$ cat src/rtl/mc_ctrl_fsm.sv
// Multicycle MIPS control FSM with ready-based memory handshake, timeout trap and retire counter.
// Latency: outputs are combinational from state (plus i_mem_ready in memory states); next state on each i_clk edge.
// Backpressure: FETCH/MEM_READ/MEM_WRITE hold while i_mem_ready=0, trapping after MEM_TIMEOUT held cycles.
module mc_ctrl_fsm #(
    parameter int RET_W       = 32,
    parameter int MEM_TIMEOUT = 16,
    parameter int TO_W        = 5
) (
    input  logic             i_clk,
    input  logic             i_reset,
    input  logic [5:0]       i_opcode,
    input  logic             i_mem_ready,
    output logic             o_memreq,
    output logic             o_iord,
    output logic             o_memwrite,
    output logic             o_irwrite,
    output logic             o_pcwrite,
    output logic             o_branch,
    output logic             o_branch_ne,
    output logic [1:0]       o_pcsrc,
    output logic [1:0]       o_regdst,
    output logic [1:0]       o_memtoreg,
    output logic [2:0]       o_aluop,
    output logic             o_alusrca,
    output logic [1:0]       o_alusrcb,
    output logic             o_regwrite,
    output logic             o_trap,
    output logic [1:0]       o_trap_cause,
    output logic [RET_W-1:0] o_retired,
    output logic [3:0]       o_state
);

    localparam logic [3:0] S_IDLE      = 4'd0;
    localparam logic [3:0] S_FETCH     = 4'd1;
    localparam logic [3:0] S_DECODE    = 4'd2;
    localparam logic [3:0] S_MEM_ADR   = 4'd3;
    localparam logic [3:0] S_MEM_READ  = 4'd4;
    localparam logic [3:0] S_MEM_WB    = 4'd5;
    localparam logic [3:0] S_MEM_WRITE = 4'd6;
    localparam logic [3:0] S_EXECUTE   = 4'd7;
    localparam logic [3:0] S_ALU_WB    = 4'd8;
    localparam logic [3:0] S_BRANCH    = 4'd9;
    localparam logic [3:0] S_BRANCH_NE = 4'd10;
    localparam logic [3:0] S_I_EX      = 4'd11;
    localparam logic [3:0] S_I_WB      = 4'd12;
    localparam logic [3:0] S_JUMP      = 4'd13;
    localparam logic [3:0] S_JAL       = 4'd14;
    localparam logic [3:0] S_TRAP      = 4'd15;

    localparam logic [5:0] OP_RTYPE = 6'b000000;
    localparam logic [5:0] OP_LW    = 6'b100011;
    localparam logic [5:0] OP_SW    = 6'b101011;
    localparam logic [5:0] OP_BEQ   = 6'b000100;
    localparam logic [5:0] OP_BNE   = 6'b000101;
    localparam logic [5:0] OP_ADDI  = 6'b001000;
    localparam logic [5:0] OP_ANDI  = 6'b001100;
    localparam logic [5:0] OP_ORI   = 6'b001101;
    localparam logic [5:0] OP_SLTI  = 6'b001010;
    localparam logic [5:0] OP_J     = 6'b000010;
    localparam logic [5:0] OP_JAL   = 6'b000011;

    localparam logic [1:0] CAUSE_NONE    = 2'b00;
    localparam logic [1:0] CAUSE_ILLEGAL = 2'b01;
    localparam logic [1:0] CAUSE_TIMEOUT = 2'b10;

    localparam logic [TO_W-1:0] WAIT_LAST = TO_W'(MEM_TIMEOUT - 1);

    logic [3:0]       state;
    logic [3:0]       state_nxt;
    logic [TO_W-1:0]  wait_cnt;
    logic [1:0]       cause;
    logic [RET_W-1:0] retired;
    logic             mem_state;
    logic             mem_timeout;
    logic             nxt_is_mem;

    // Memory-handshake states share the wait counter; timeout fires on the last allowed non-ready cycle.
    assign mem_state   = (state == S_FETCH) || (state == S_MEM_READ) || (state == S_MEM_WRITE);
    assign nxt_is_mem  = (state_nxt == S_FETCH) || (state_nxt == S_MEM_READ) || (state_nxt == S_MEM_WRITE);
    assign mem_timeout = mem_state && !i_mem_ready && (wait_cnt == WAIT_LAST);

    assign o_state      = state;
    assign o_trap_cause = cause;
    assign o_retired    = retired;

    // Next-state selection; ready takes priority over timeout in memory states.
    always_comb begin
        state_nxt = state;
        case (state)
            S_IDLE:      state_nxt = S_FETCH;
            S_FETCH: begin
                if (i_mem_ready)      state_nxt = S_DECODE;
                else if (mem_timeout) state_nxt = S_TRAP;
            end
            S_DECODE: begin
                case (i_opcode)
                    OP_RTYPE:                          state_nxt = S_EXECUTE;
                    OP_LW, OP_SW:                      state_nxt = S_MEM_ADR;
                    OP_BEQ:                            state_nxt = S_BRANCH;
                    OP_BNE:                            state_nxt = S_BRANCH_NE;
                    OP_ADDI, OP_ANDI, OP_ORI, OP_SLTI: state_nxt = S_I_EX;
                    OP_J:                              state_nxt = S_JUMP;
                    OP_JAL:                            state_nxt = S_JAL;
                    default:                           state_nxt = S_TRAP;
                endcase
            end
            S_MEM_ADR:   state_nxt = (i_opcode == OP_LW) ? S_MEM_READ : S_MEM_WRITE;
            S_MEM_READ: begin
                if (i_mem_ready)      state_nxt = S_MEM_WB;
                else if (mem_timeout) state_nxt = S_TRAP;
            end
            S_MEM_WB:    state_nxt = S_FETCH;
            S_MEM_WRITE: begin
                if (i_mem_ready)      state_nxt = S_FETCH;
                else if (mem_timeout) state_nxt = S_TRAP;
            end
            S_EXECUTE:   state_nxt = S_ALU_WB;
            S_ALU_WB:    state_nxt = S_FETCH;
            S_BRANCH:    state_nxt = S_FETCH;
            S_BRANCH_NE: state_nxt = S_FETCH;
            S_I_EX:      state_nxt = S_I_WB;
            S_I_WB:      state_nxt = S_FETCH;
            S_JUMP:      state_nxt = S_FETCH;
            S_JAL:       state_nxt = S_FETCH;
            S_TRAP:      state_nxt = S_TRAP;
            default:     state_nxt = S_IDLE;
        endcase
    end

    // State, wait counter, sticky trap cause and retire counter, all with synchronous active-low reset.
    always_ff @(posedge i_clk) begin
        if (!i_reset) begin
            state    <= S_IDLE;
            wait_cnt <= '0;
            cause    <= CAUSE_NONE;
            retired  <= '0;
        end else begin
            state <= state_nxt;

            if (nxt_is_mem && (state_nxt != state))
                wait_cnt <= '0;
            else if (mem_state && !i_mem_ready)
                wait_cnt <= wait_cnt + TO_W'(1);

            if ((state == S_DECODE) && (state_nxt == S_TRAP))
                cause <= CAUSE_ILLEGAL;
            else if (mem_timeout)
                cause <= CAUSE_TIMEOUT;

            // An instruction retires when it hands control back to FETCH; the IDLE start-up does not count.
            if ((state_nxt == S_FETCH) && (state != S_FETCH) && (state != S_IDLE))
                retired <= retired + RET_W'(1);
        end
    end

    // Datapath controls; everything is held low during reset so an aborted access cannot write.
    always_comb begin
        o_memreq    = 1'b0;
        o_iord      = 1'b0;
        o_memwrite  = 1'b0;
        o_irwrite   = 1'b0;
        o_pcwrite   = 1'b0;
        o_branch    = 1'b0;
        o_branch_ne = 1'b0;
        o_pcsrc     = 2'b00;
        o_regdst    = 2'b00;
        o_memtoreg  = 2'b00;
        o_aluop     = 3'b000;
        o_alusrca   = 1'b0;
        o_alusrcb   = 2'b00;
        o_regwrite  = 1'b0;
        o_trap      = 1'b0;
        if (i_reset) begin
            case (state)
                S_FETCH: begin
                    o_memreq  = 1'b1;
                    o_alusrcb = 2'b01;
                    o_irwrite = i_mem_ready;
                    o_pcwrite = i_mem_ready;
                end
                S_DECODE:    o_alusrcb = 2'b11;
                S_MEM_ADR: begin
                    o_alusrca = 1'b1;
                    o_alusrcb = 2'b10;
                end
                S_MEM_READ: begin
                    o_memreq = 1'b1;
                    o_iord   = 1'b1;
                end
                S_MEM_WB: begin
                    o_memtoreg = 2'b01;
                    o_regwrite = 1'b1;
                end
                S_MEM_WRITE: begin
                    o_memreq   = 1'b1;
                    o_iord     = 1'b1;
                    o_memwrite = 1'b1;
                end
                S_EXECUTE: begin
                    o_alusrca = 1'b1;
                    o_aluop   = 3'b010;
                end
                S_ALU_WB: begin
                    o_regdst   = 2'b01;
                    o_regwrite = 1'b1;
                end
                S_BRANCH: begin
                    o_alusrca = 1'b1;
                    o_aluop   = 3'b001;
                    o_pcsrc   = 2'b01;
                    o_branch  = 1'b1;
                end
                S_BRANCH_NE: begin
                    o_alusrca   = 1'b1;
                    o_aluop     = 3'b001;
                    o_pcsrc     = 2'b01;
                    o_branch_ne = 1'b1;
                end
                S_I_EX: begin
                    o_alusrca = 1'b1;
                    o_alusrcb = 2'b10;
                    case (i_opcode)
                        OP_ANDI: o_aluop = 3'b011;
                        OP_ORI:  o_aluop = 3'b100;
                        OP_SLTI: o_aluop = 3'b101;
                        default: o_aluop = 3'b000;
                    endcase
                end
                S_I_WB:      o_regwrite = 1'b1;
                S_JUMP: begin
                    o_pcsrc   = 2'b10;
                    o_pcwrite = 1'b1;
                end
                S_JAL: begin
                    o_regdst   = 2'b10;
                    o_memtoreg = 2'b10;
                    o_regwrite = 1'b1;
                    o_pcsrc    = 2'b10;
                    o_pcwrite  = 1'b1;
                end
                S_TRAP:      o_trap = 1'b1;
                default: ;
            endcase
            // The cycle that trips the timeout must not complete or launch any access.
            if (mem_timeout) begin
                o_memreq   = 1'b0;
                o_memwrite = 1'b0;
                o_irwrite  = 1'b0;
                o_pcwrite  = 1'b0;
            end
        end
    end

endmodule

$ cat config.mk
export PLATFORM = sky130hd
export DESIGN_NAME = mc_ctrl_fsm
export DESIGN_NICKNAME = d
export VERILOG_FILES = /design/src/rtl/mc_ctrl_fsm.sv
export SDC_FILE = /design/constraint.sdc
export NUM_CORES = 1
export LEC_CHECK = 0
export CORE_MARGIN = 5
export CORE_UTILIZATION = 34
export CTS_CLUSTER_DIAMETER = 60
export DETAILED_ROUTE_END_ITERATION = 8
export PLACE_DENSITY_LB_ADDON = 0.2
export RECOVER_POWER = 50
export SLEW_MARGIN = 20
export SYNTH_ARGS = -nofsm -noshare
export SYNTH_HDL_FRONTEND = slang
export SYNTH_SLANG_ARGS = --single-unit
$ cat constraint.sdc
create_clock -name i_clk -period 3.11 [get_ports i_clk]
set_clock_uncertainty 0.2 [all_clocks]
set_input_delay 0.7775 -clock i_clk [delete_from_list [all_inputs] [get_ports i_clk]]
set_output_delay 0.7775 -clock i_clk [all_outputs]
set_load 0.05 [all_outputs]
# [Word-level counts from Yosys, hierarchy flattened]
# Index checks and enable logic that the tools add are counted.
[totals] word_cells=111 out_inout_bits=59 regBits=43 in_bits=9
[op_classes] n_mux=44 addsub=2 n_reduce_logical=27 n_eq_ne=32 bitwise_logic=1
[op_table] operator="equality test 4 bit (second input constant)" count=9
[op_table] operator="one-hot mux 4 bit (9 select lines)" count=1
[op_table] operator="adder 32 x 1 -> 32 bit (second input constant)" count=1
[op_table] operator="one-hot mux 4 bit (7 select lines)" count=1
[op_table] operator="two-way mux 1 bit" count=25
[op_table] operator="equality test 4 x 3 -> 1 bit (second input constant)" count=6
[op_table] operator="equality test 6 x 4 -> 1 bit (second input constant)" count=4
[op_table] operator="one-hot mux 3 bit (3 select lines)" count=2
[op_table] operator="two-way mux 4 bit" count=4
[op_table] operator="OR reduction 2 bit" count=7
[op_table] operator="equality test 6 x 2 -> 1 bit (second input constant)" count=2
[op_table] operator="equality test 6 x 3 -> 1 bit (second input constant)" count=2
[op_table] operator="equality test 6 bit (second input constant)" count=2
[op_table] operator="one-hot mux 2 bit (2 select lines)" count=3
[op_table] operator="two-way mux 2 bit" count=5
[op_table] operator="equality test 4 x 1 -> 1 bit (second input constant)" count=2
[op_table] operator="equality test 4 x 2 -> 1 bit (second input constant)" count=2
[op_table] operator="OR reduction 4 bit" count=2
[op_table] operator="OR reduction 8 bit" count=1
[op_table] operator="logical AND 1 bit" count=6
[op_table] operator="logical NOT 6 bit" count=1
[op_table] operator="one-hot mux 2 bit (3 select lines)" count=1
[op_table] operator="adder 5 x 1 -> 5 bit (second input constant)" count=1
[op_table] operator="equality test 5 x 4 -> 1 bit (second input constant)" count=1
[op_table] operator="other kinds (12)" count=15

# [Depth between registers and ports, before layout]
# Gate-level depths: netlist of the first run.
[logic_depth] depth_word=13 ltp_mapped=12 mapped_depth_nobuf=10

# [Worst setup path before layout of the first run]
# Ideal clock, no wire load.
[synth_path] kind="register -> output" from="reg state[3] (netlist: o_state[3])" to="out o_memwrite" path_stages_with_launch=8 path_slack_ps=-911 arrival_time_ps=3044 path_cell_list="dfxtp_1 > clkbuf_1 > nor2_1 > o21a_1 > clkbuf_1 > nand2_1 > nand2_1 > nor4_1"
[synth_via] elab_chain_len=7 elab_cells_between_ends=10 classes_between="eq/ne: 3; mux: 3; reduce/logical: 4"
[synth_rtl] item="from (decl)" line="68" rtl="logic [3:0] state;"
[synth_rtl] item="from (signal assigned)" line="138" rtl="state <= state_nxt;"
[synth_rtl] item="equality test 4 x 1 -> 1 bit or equality test 4 x 3 -> 1 bit (tied branches)" line="78" rtl="assign mem_state = (state == S_FETCH) || (state == S_MEM_READ) || (state == S_MEM_WRITE);"
[synth_rtl] item="logical OR 1 bit (2 in series)" line="78"
[synth_rtl] item="logical AND 1 bit (2 in series)" line="80" rtl="assign mem_timeout = mem_state && !i_mem_ready && (wait_cnt == WAIT_LAST);"
[synth_rtl] item="two-way mux 1 bit *" line="245" rtl="if (mem_timeout) begin"
[synth_rtl] item="two-way mux 1 bit *" line="173" rtl="if (i_reset) begin"
[synth_rtl] item="to (decl)" line="15" rtl="output logic o_memwrite,"
# Mark *: on every way between the ends. The rest lies on a longest branch, timed or not.

# [Final worst setup path of the first run]
[layout_path] from="in i_opcode[1]" to="reg retired[17] (netlist: o_retired[17])"
[layout_via] elab_chain_len=7 elab_cells_between_ends=19 classes_between="eq/ne: 11; mux: 3; reduce/logical: 5"
[layout_rtl] item="from (decl)" line="11" rtl="input logic [5:0] i_opcode,"
[layout_rtl] item="equality test 6 x 4 -> 1 bit, or another cell as far along" line="96" rtl="case (i_opcode)"
[layout_rtl] item="OR reduction 4 bit or OR reduction 2 bit (tied branches)" line="96"
[layout_rtl] item="one-hot mux 4 bit (7 select lines)" line="96"
[layout_rtl] item="one-hot mux 4 bit (9 select lines) *" line="89" rtl="case (state)"
[layout_rtl] item="equality test 4 x 1 -> 1 bit *" line="151" rtl="if ((state_nxt == S_FETCH) && (state != S_FETCH) && (state != S_IDLE))"
[layout_rtl] item="logical AND 1 bit * (2 in series)" line="151"
[layout_rtl] item="to (signal assigned)" line="152" rtl="retired <= retired + RET_W'(1);"
[layout_rtl] item="to (decl)" line="72" rtl="logic [RET_W-1:0] retired;"
# Marks and branches as above.
# A chain may end at the register's enable or synchronous reset.

==> impl_summary.txt, run 1 <==
----------------------------------------------------
[Outcome]
  Run status ... complete, no violations

[Cells and area]
  Post-layout instance count excluding filler cells ... 553
  Layout Cell Area excl Fill ... 4229 sq um
  Fraction of final layout cells sized beyond drive strength 1 ... 28.38%
  Signed area change from the synthesized netlist to the final layout ... 60.72%
  Antenna cells ... 0
  Net count reported at finish ... 463
  Number of filler instances in the final layout ... 722

[Global route]
  Global Route Usage Sum ... 16.17%
  Via count of the first global-routing pass ... 2774
  Number of antenna violations at the first check in global routing ... 0
  Wire length of the first global-routing pass ... 13230 microns
  Sum of overflow across all layers after global routing ... 0
  Pin count of the biggest net entering global routing ... 30

[Detailed routing]
  DR vias/cell ... 5.060
  Routed len/inst ... ~14 microns
  First-pass DRT Iterations ... 4
  Via count ... 2798
  Number of remaining DRC errors ... 0
  Antenna Nets Post-Route ... 0
  Total wirelength of the detailed-routed design ... 7838 microns
  Count of routing violations after the opening detailed-route iteration ... 113

[Min path]
  Worst min-delay path startpoint ... o_trap_cause[0]$_SDFFE_PN0P_
  Worst Hold Endpoint ... o_trap_cause[0]$_SDFFE_PN0P_
  Worst min path class ... reg -> reg
  Number of instances on the worst hold path ... 1

[Timing]
  Worst-margin pin slew ... 0.6061 ns
  Final setup violation count ... 0
  Max frequency ... 0.3289 GHz
  Headroom to the max-slew limit ... 59.77%
  Period Utilization, post-route ... 97.76%
  Setup Total Neg Slack ... 0 ns
  Worst hold-check slack ... 0.2882 ns
  Minimum clock period ... between 3 and 4 ns
  Final-report max-slew violation count ... 0
  Count of final hold-check violations ... 0
  RSZ-0062 raised after global routing ... no

[Place]
  Cell area reported after detailed placement ... 4054 sq um
  Final Wtd Congestion ... 0.8924
  Placed insts ... 540
  Number of port buffers ... 67
  Detailed placement HPWL ... just under 6000 microns

[Worst setup path]
  Delay of the slowest critical-path stage ... between 0.5 and 0.6 ns
  Worst-case reg-to-reg path depth ... 10
  Cells traversed along the worst timing path ... buf_6 -> or4_4 -> a211o_1 -> a221oi_4 -> buf_6 -> nand3b_4 -> or2_4 -> or4_4 -> a21oi_2
  Standard cell with the maximum stage delay on the critical path ... or4_4
  Terminus of the critical flop-to-flop path ... o_retired[17]$_SDFFE_PN0P_
  Data required time at the worst endpoint ... 3.14 ns
  Cell class contributing the biggest share of worst-path delay ... simple AND/OR/NAND/NOR gates
  Crit Path Class ... in -> reg
  Critical path endpoint category ... flip-flop
  Biggest fanout along the worst timing path ... 6
  Buffers plus inverters on the worst setup path ... 2
  Worst reg2reg startpoint ... wait_cnt[0]$_SDFFE_PP0N_
  Critical Path AT ... 3.07 ns
  Worst setup slack for register-to-register paths ... 0.12 ns
  Critical Path Source Type ... input port

[Yosys]
  Mux cell area share after synthesis ... 1.950%
  Flip-flop and latch count after synthesis ... 43
  Main combinational cell family by area after synthesis ... simple AND/OR/NAND/NOR gates
  Unique masters post-synth ... 55
  Cell type with the highest aggregate area in the netlist ... dfxtp_1
  Post-synth EDFFs ... 0
  Post-synthesis async set-or-reset flop share ... 0%
  Area share of and/or/nand/nor cells after synthesis ... 37.38%
  Cell area after synthesis ... 2631 sq um
  Post-synthesis instance total ... 347
  Commonest register cell after synthesis ... dfxtp_1
  Xor-xnor portion of the synthesized cell area ... a little under a tenth
  Number of nets produced by synthesis ... ~360
  Synth top area share ... 32.72%
  Most instantiated cells after synthesis ... 55 x nor2_1, 43 x dfxtp_1, 32 x nand2_1
  Compound-Gate Fraction of Synth Area ... 11.75%
  Area share of fa/ha/maj cells after synthesis ... between 1 and 1.5%
  Per-instance average area after synthesis ... between 7 and 8 sq um
  Yosys warns ... 0
  Sequential element share of the synthesized area ... 32.72%
  Most repeated cell in the gate-level netlist after synthesis ... nor2_1
  Largest cells by area after synthesis ... dfxtp_1 33%, xnor2_1 8.3%, nor2_1 7.8%

[Clock network]
  Clock buffers created by TritonCTS ... 5
  H-tree Lvls ... 2
  CTS Root Cell ... clkbuf_8
  Clk sink count ... 43
  Clock slew at reported path FFs ... 0.07 ns
  Number of buffers on the longest clock path ... 2
  Clock insertion delay at the later pin of the skew report ... 0.30 ns
  Clock tree from TritonCTS ... done
  Post-CTS Hold Fix Bufs ... 0

[Pwr]
  Standby leakage power ... approximately 1.6 nW
  Power Internal ... 1.356 mW
  Combinational group share of total power ... 59.0%
  Sw Ratio ... 42.52%
  Power Dens Cells ... 558.0 nW/um^2
  Net switching power figure ... 1.003 mW
  Sequential cell fraction of total power ... between 20 and 30%
  Fraction of power consumed by the clock network ... 15.1%
  Max VDD drop ... 374.0 uV

[Job]
  Number of max-capacitance violations reported ... 0

[Floorplanning]
  Die extent in y ... 97.97 microns
  Initial Utilization ... 34.41%
  FP Rows ... 32
  Core ar. ... about 7600 sq um
  Die width ... between 90 and 100 microns
  Die Outline Area ... 9598 sq um
  Top-level I/O count ... 68

----------------------------------------------------
## worst max path at each step
| stage | from | end | cells after the start |
|---|---|---|---|
| after floorplan | o_state[3]$_SDFF_PN0_ | o_memwrite | 7 |
| after global placement | i_opcode[1] | o_retired[11]$_SDFFE_PN0P_ | 8 |
| after detailed placement | i_opcode[1] | o_retired[26]$_SDFFE_PN0P_ | 8 |
| after CTS | i_opcode[4] | o_retired[17]$_SDFFE_PN0P_ | 9 |
| after global routing | i_opcode[4] | o_retired[17]$_SDFFE_PN0P_ | 8 |
| final | i_opcode[1] | o_retired[17]$_SDFFE_PN0P_ | 9 |
## worst reg2reg max path, cell delays in order (launching register included)
cell,delay [ns]
dfxtp_2,0.33
ha_1,0.21
and3_4,0.19
ha_4,0.18
and3b_1,0.18
nand2b_1,0.07
a21oi_1,0.07
or4b_4,0.62
or2_4,0.31
or4_4,0.42
a21oi_2,0.14
## final cells by class
| class | instances | area, sq um | area share [%] |
|---|---|---|---|
| tap | 102 | 127.6 | 3.018 |
| sequential | 43 | 864.6 | 20.44 |
| inverter | 12 | 45.04 | 1.065 |
| clock buffer | 6 | 82.58 | 1.953 |
| multi-input combinational | 270 | 1874 | 44.32 |
| timing repair buffer | 119 | 1230 | 29.08 |
| clock inverter | 1 | 5.005 | 0.1183 |
## placed cells by master, fill, tap and decap left out, types with 4 or more instances in the layout
cell type / synthesis / final
nor2_1: 55 / 54
buf_4: 1 / 46
dfxtp_1: 43 / 40
dlygate4sd3_1: 0 / 36
nand2_1: 32 / 32
xnor2_1: 25 / 25
nor3_1: 23 / 20
buf_12: 0 / 19
nand4_1: 12 / 12
nand3_1: 12 / 12
nor4_2: 0 / 12
inv_1: 11 / 11
a21oi_1: 13 / 11
nand2b_1: 10 / 10
clkbuf_8: 0 / 6
o21ai_0: 5 / 5
nor2b_1: 4 / 4
and4_1: 4 / 4
mux2i_1: 4 / 4
buf_6: 1 / 4
clkbuf_1: 12 / 4
## power groups by stage
stage	logic (mW)	registers [mW]	clock network [mW]
6_report	1.39	0.611	0.357
5_1_grt	1.50	0.615	0.397
4_1_cts	1.38	0.610	0.366
3_5_place_dp	1.32	0.621	0
3_3_place_gp	1.31	0.621	0
2_1_floorplan	0.709	0.699	0
## metal layers
metal  part of all wire, %  up-vias  routed length (microns)  track usage, %
li1                      -     1440                        -               -
met4                   1.0        0                       81           4.047
met1                    46     1287                     3605           21.72
met5                     0        -                        0               0
met3                   5.0        8                      395           3.357
met2                    48       63                     3755           26.49
## sequential cells by signal, indices dropped and copies added (netlist names)
| signal | cells |
|---|---|
| wait_cnt | 5 |
| o_state | 4 |
| o_trap_cause | 2 |
| o_retired | 32 |
## kinds of logic after synthesis
kind of cell / Yosys count
DFF: 43
AOI/OAI and AO/OA: 43
muxes: 5
xor gates and xnor gates: 28
and+or+nand+nor: 191
adders and majority gates: 3
buffers and inverters: 34
## repair_timing
| item | CTS | global route |
|---|---|---|
| endpoints found under the setup margin | 42 | 29 |
| cloned | 0 | 1 |
| setup buffers | 4 | 2 |
| resized for setup | 37 | 14 |
| pin swaps | 11 | 7 |
## stage by stage
stage | worst slack, ns | power (mW) | utilization, %
after floorplan | -0.3454 | 1.408 | -
after global placement | -0.6380 | 1.931 | 53.01
after detailed placement | -0.6970 | 1.943 | 53.01
after CTS | -0.02547 | 2.352 | 55.15
after global routing | 0.007094 | 2.514 | 55.30
final | 0.06958 | 2.360 | 55.30
(Power assumes the default switching activity.)
==> run 2, diff against run 1 <==
- CAP_MARGIN: default -> 10
- CORE_UTILIZATION: 34 -> 44
- CTS_CLUSTER_DIAMETER: 60 -> 80
==> impl_summary.txt, run 2 (synthesis results as in run 1) <==
----------------------------------------------------
[Clock network]
  Clock buffers created by TritonCTS ... 5 (unchanged)
  Clock tree from TritonCTS ... done
  Clock insertion delay at the later pin of the skew report ... 0.30 ns (about the same)
  H-tree Lvls ... 2 (unchanged)
  Clock slew at reported path FFs ... 0.08 ns (about the same)
  Number of buffers on the longest clock path ... 2 (unchanged)
  Clk sink count ... 43 (unchanged)
  CTS Root Cell ... clkbuf_8

[Worst setup path]
  Data required time at the worst endpoint ... 3.13 ns (about the same)
  Critical path endpoint category ... flip-flop
  Crit Path Class ... in -> reg
  Worst-case reg-to-reg path depth ... 10 (unchanged)
  Critical Path Source Type ... input port
  Standard cell with the maximum stage delay on the critical path ... or4_4
  Critical Path AT ... 3.18 ns (+0.11 ns)
  Biggest fanout along the worst timing path ... 3 (-3)
  Worst reg2reg startpoint ... wait_cnt[0]$_SDFFE_PP0N_
  Terminus of the critical flop-to-flop path ... o_retired[17]$_SDFFE_PN0P_
  Delay of the slowest critical-path stage ... 0.52 ns (about the same)
  Worst setup slack for register-to-register paths ... 0.04 ns (-0.08 ns)
  Cells traversed along the worst timing path ... buf_6 -> or4_4 -> a211o_1 -> a221oi_4 -> nand3b_4 -> buf_12 -> nor4_4 -> or3b_4 -> a21oi_2

[Cells and area]
  Signed area change from the synthesized netlist to the final layout ... 72.94%
  Layout Cell Area excl Fill ... 4551 sq um (+7.6%)
  Core occupancy in the finished layout ... 77.78% (+22 points)
  Highest-count cells in the layout ignoring fill and taps ... 63 x buf_4, 53 x nor2_1, 39 x clkdlybuf4s50_1, 39 x dfxtp_1, 31 x nand2_1
  Net count reported at finish ... 479 (+3.5%)
  Flip-flop count of the largest register after layout ... 32 (unchanged)
  Antenna cells ... 0 (unchanged)
  Most common library cell in the layout ignoring fill and taps ... buf_4
  Number of filler instances in the final layout ... 373 (-48%)
  Fraction of final layout cells sized beyond drive strength 1 ... 35.47% (+7.1 points)

[Timing]
  Final setup violation count ... 2 (+2)
  Minimum clock period ... 3.153 ns (+0.1129 ns)
  RSZ-0062 raised after global routing ... yes
  Worst-margin pin slew ... 0.5263 ns (-0.07976 ns)
  Headroom to the max-slew limit ... 64.80% (+5.0 points)
  Final-report max-slew violation count ... 0 (unchanged)
  Worst hold-check slack ... 0.2943 ns (+0.006131 ns)
  PnR worst setup slack ... -0.04334 ns (-0.1129 ns)
  Count of final hold-check violations ... 0 (unchanged)
  Max frequency ... 0.3171 GHz (-3.6%)
  Period Utilization, post-route ... 101.4% (+3.6 points)

[Floorplanning]
  Top-level I/O count ... 68 (unchanged)
  Core ar. ... 5851 sq um (-23%)
  Initial Utilization ... 44.97% (+11 points)
  Die extent in y ... 87.33 microns (-11%)
  FP Rows ... 28 (-13%)
  Die Outline Area ... 7627 sq um (-21%)
  Die width ... 87.33 microns (-11%)

[Global route]
  Sum of overflow across all layers after global routing ... 0 (unchanged)
  Pin count of the biggest net entering global routing ... 39 (+30%)
  Global Route Usage Sum ... 23.01% (+6.8 points)
  Via count of the first global-routing pass ... 3050 (+9.9%)
  Wire length of the first global-routing pass ... 14190 microns (+7.3%)
  Number of antenna violations at the first check in global routing ... 0 (unchanged)

[Place]
  Number of port buffers ... 67 (unchanged)
  Cell area reported after detailed placement ... 4043 sq um (-0.28%)
  Detailed placement HPWL ... 5947 microns (+0.80%)
  Post-placement worst setup slack ... -0.6835 ns (+0.01353 ns)
  Final Wtd Congestion ... 0.8566 (-4.0%)

[Pwr]
  Post-layout total power ... 2.801 mW (+19%)
  Standby leakage power ... 1.626 nW (+0.96%)
  Power Dens Cells ... 615.5 nW/um^2 (+10%)
  Max VDD drop ... 385.1 uV (+3.0%)

[Min path]
  Number of instances on the worst hold path ... 1 (unchanged)
  Worst Hold Endpoint ... o_trap_cause[0]$_SDFFE_PN0P_
  Worst min-delay path startpoint ... o_trap_cause[0]$_SDFFE_PN0P_
  Worst min path class ... reg -> reg

[Detailed routing]
  Routed len/inst ... 16.77 microns (+18%)
  Total wirelength of the detailed-routed design ... 9106 microns (+16%)
  Count of routing violations after the opening detailed-route iteration ... 226 (+100%)
  Number of remaining DRC errors ... 0 (unchanged)
  Antenna Nets Post-Route ... 0 (unchanged)
  Via count ... 3064 (+9.5%)
  DR vias/cell ... 5.643 (+12%)
  First-pass DRT Iterations ... 4 (unchanged)

[Job]
  Number of max-capacitance violations reported ... 0 (unchanged)

[Outcome]
  Violated checks ... negative setup slack
  Run status ... complete, but fails checks

----------------------------------------------------
## run 2: per-stage QoR
stage	std cells	setup TNS, ns
final	543	-0.05853
after global routing	543	-0.6294
after CTS	540	-0.01751
after detailed placement	516	-21.92
after global placement	516	-18.47
after floorplan	347	-0.7754
## run 2: critical path, delay by kind of cell
| kind | cells | cell delay, ns |
|---|---|---|
| simple gates | 4 | 1.33 |
| compound gates | 3 | 0.82 |
| buf+inv | 2 | 0.24 |
## run 2: final cells by class
cell class / instances / area (sq um) / area share, %
clock inverter: 3 / 43.79 / 0.9623
timing repair buffer: 135 / 1409 / 30.96
multi-input combinational: 270 / 2024 / 44.49
sequential: 43 / 865.8 / 19.03
inverter: 12 / 45.04 / 0.9898
tap: 75 / 93.84 / 2.062
clock buffer: 5 / 68.82 / 1.512
## run 2: timing repair
action                                  CTS  global route
cloned                                    1             0
setup buffers                            15             4
hold buffers                              0             0
endpoints found under the setup margin   43            37
pin swaps                                13            11
hold endpoints to repair                  0             0
gates resized for setup                  56            23
## run 2: metal layers
layer | global-route usage, % | part of all wire [%]
met2 | 40.82 | 52
met3 | 4.352 | 5.6
met1 | 27.73 | 40
met5 | 0 | 0
met4 | 7.392 | 2.3
## run 2: worst max path at each step
stage | start | end | slack (ns) | cells past startpoint
after floorplan | o_state[3]$_SDFF_PN0_ | o_memwrite | -0.35 | 7
after global placement | i_opcode[1] | o_retired[26]$_SDFFE_PN0P_ | -0.59 | 8
after detailed placement | i_opcode[3] | o_retired[26]$_SDFFE_PN0P_ | -0.68 | 9
after CTS | i_opcode[5] | o_retired[26]$_SDFFE_PN0P_ | -0.009 | 9
after global routing | i_opcode[5] | o_retired[26]$_SDFFE_PN0P_ | -0.1 | 9
final | i_opcode[5] | o_retired[26]$_SDFFE_PN0P_ | -0.04 | 9
## run 2: where the power goes
part / switching (mW) / internal [mW]
Combinational: 0.967 / 0.777
Clock: 0.203 / 0.239
Sequential: 0.0305 / 0.584
Total: 1.20 / 1.60
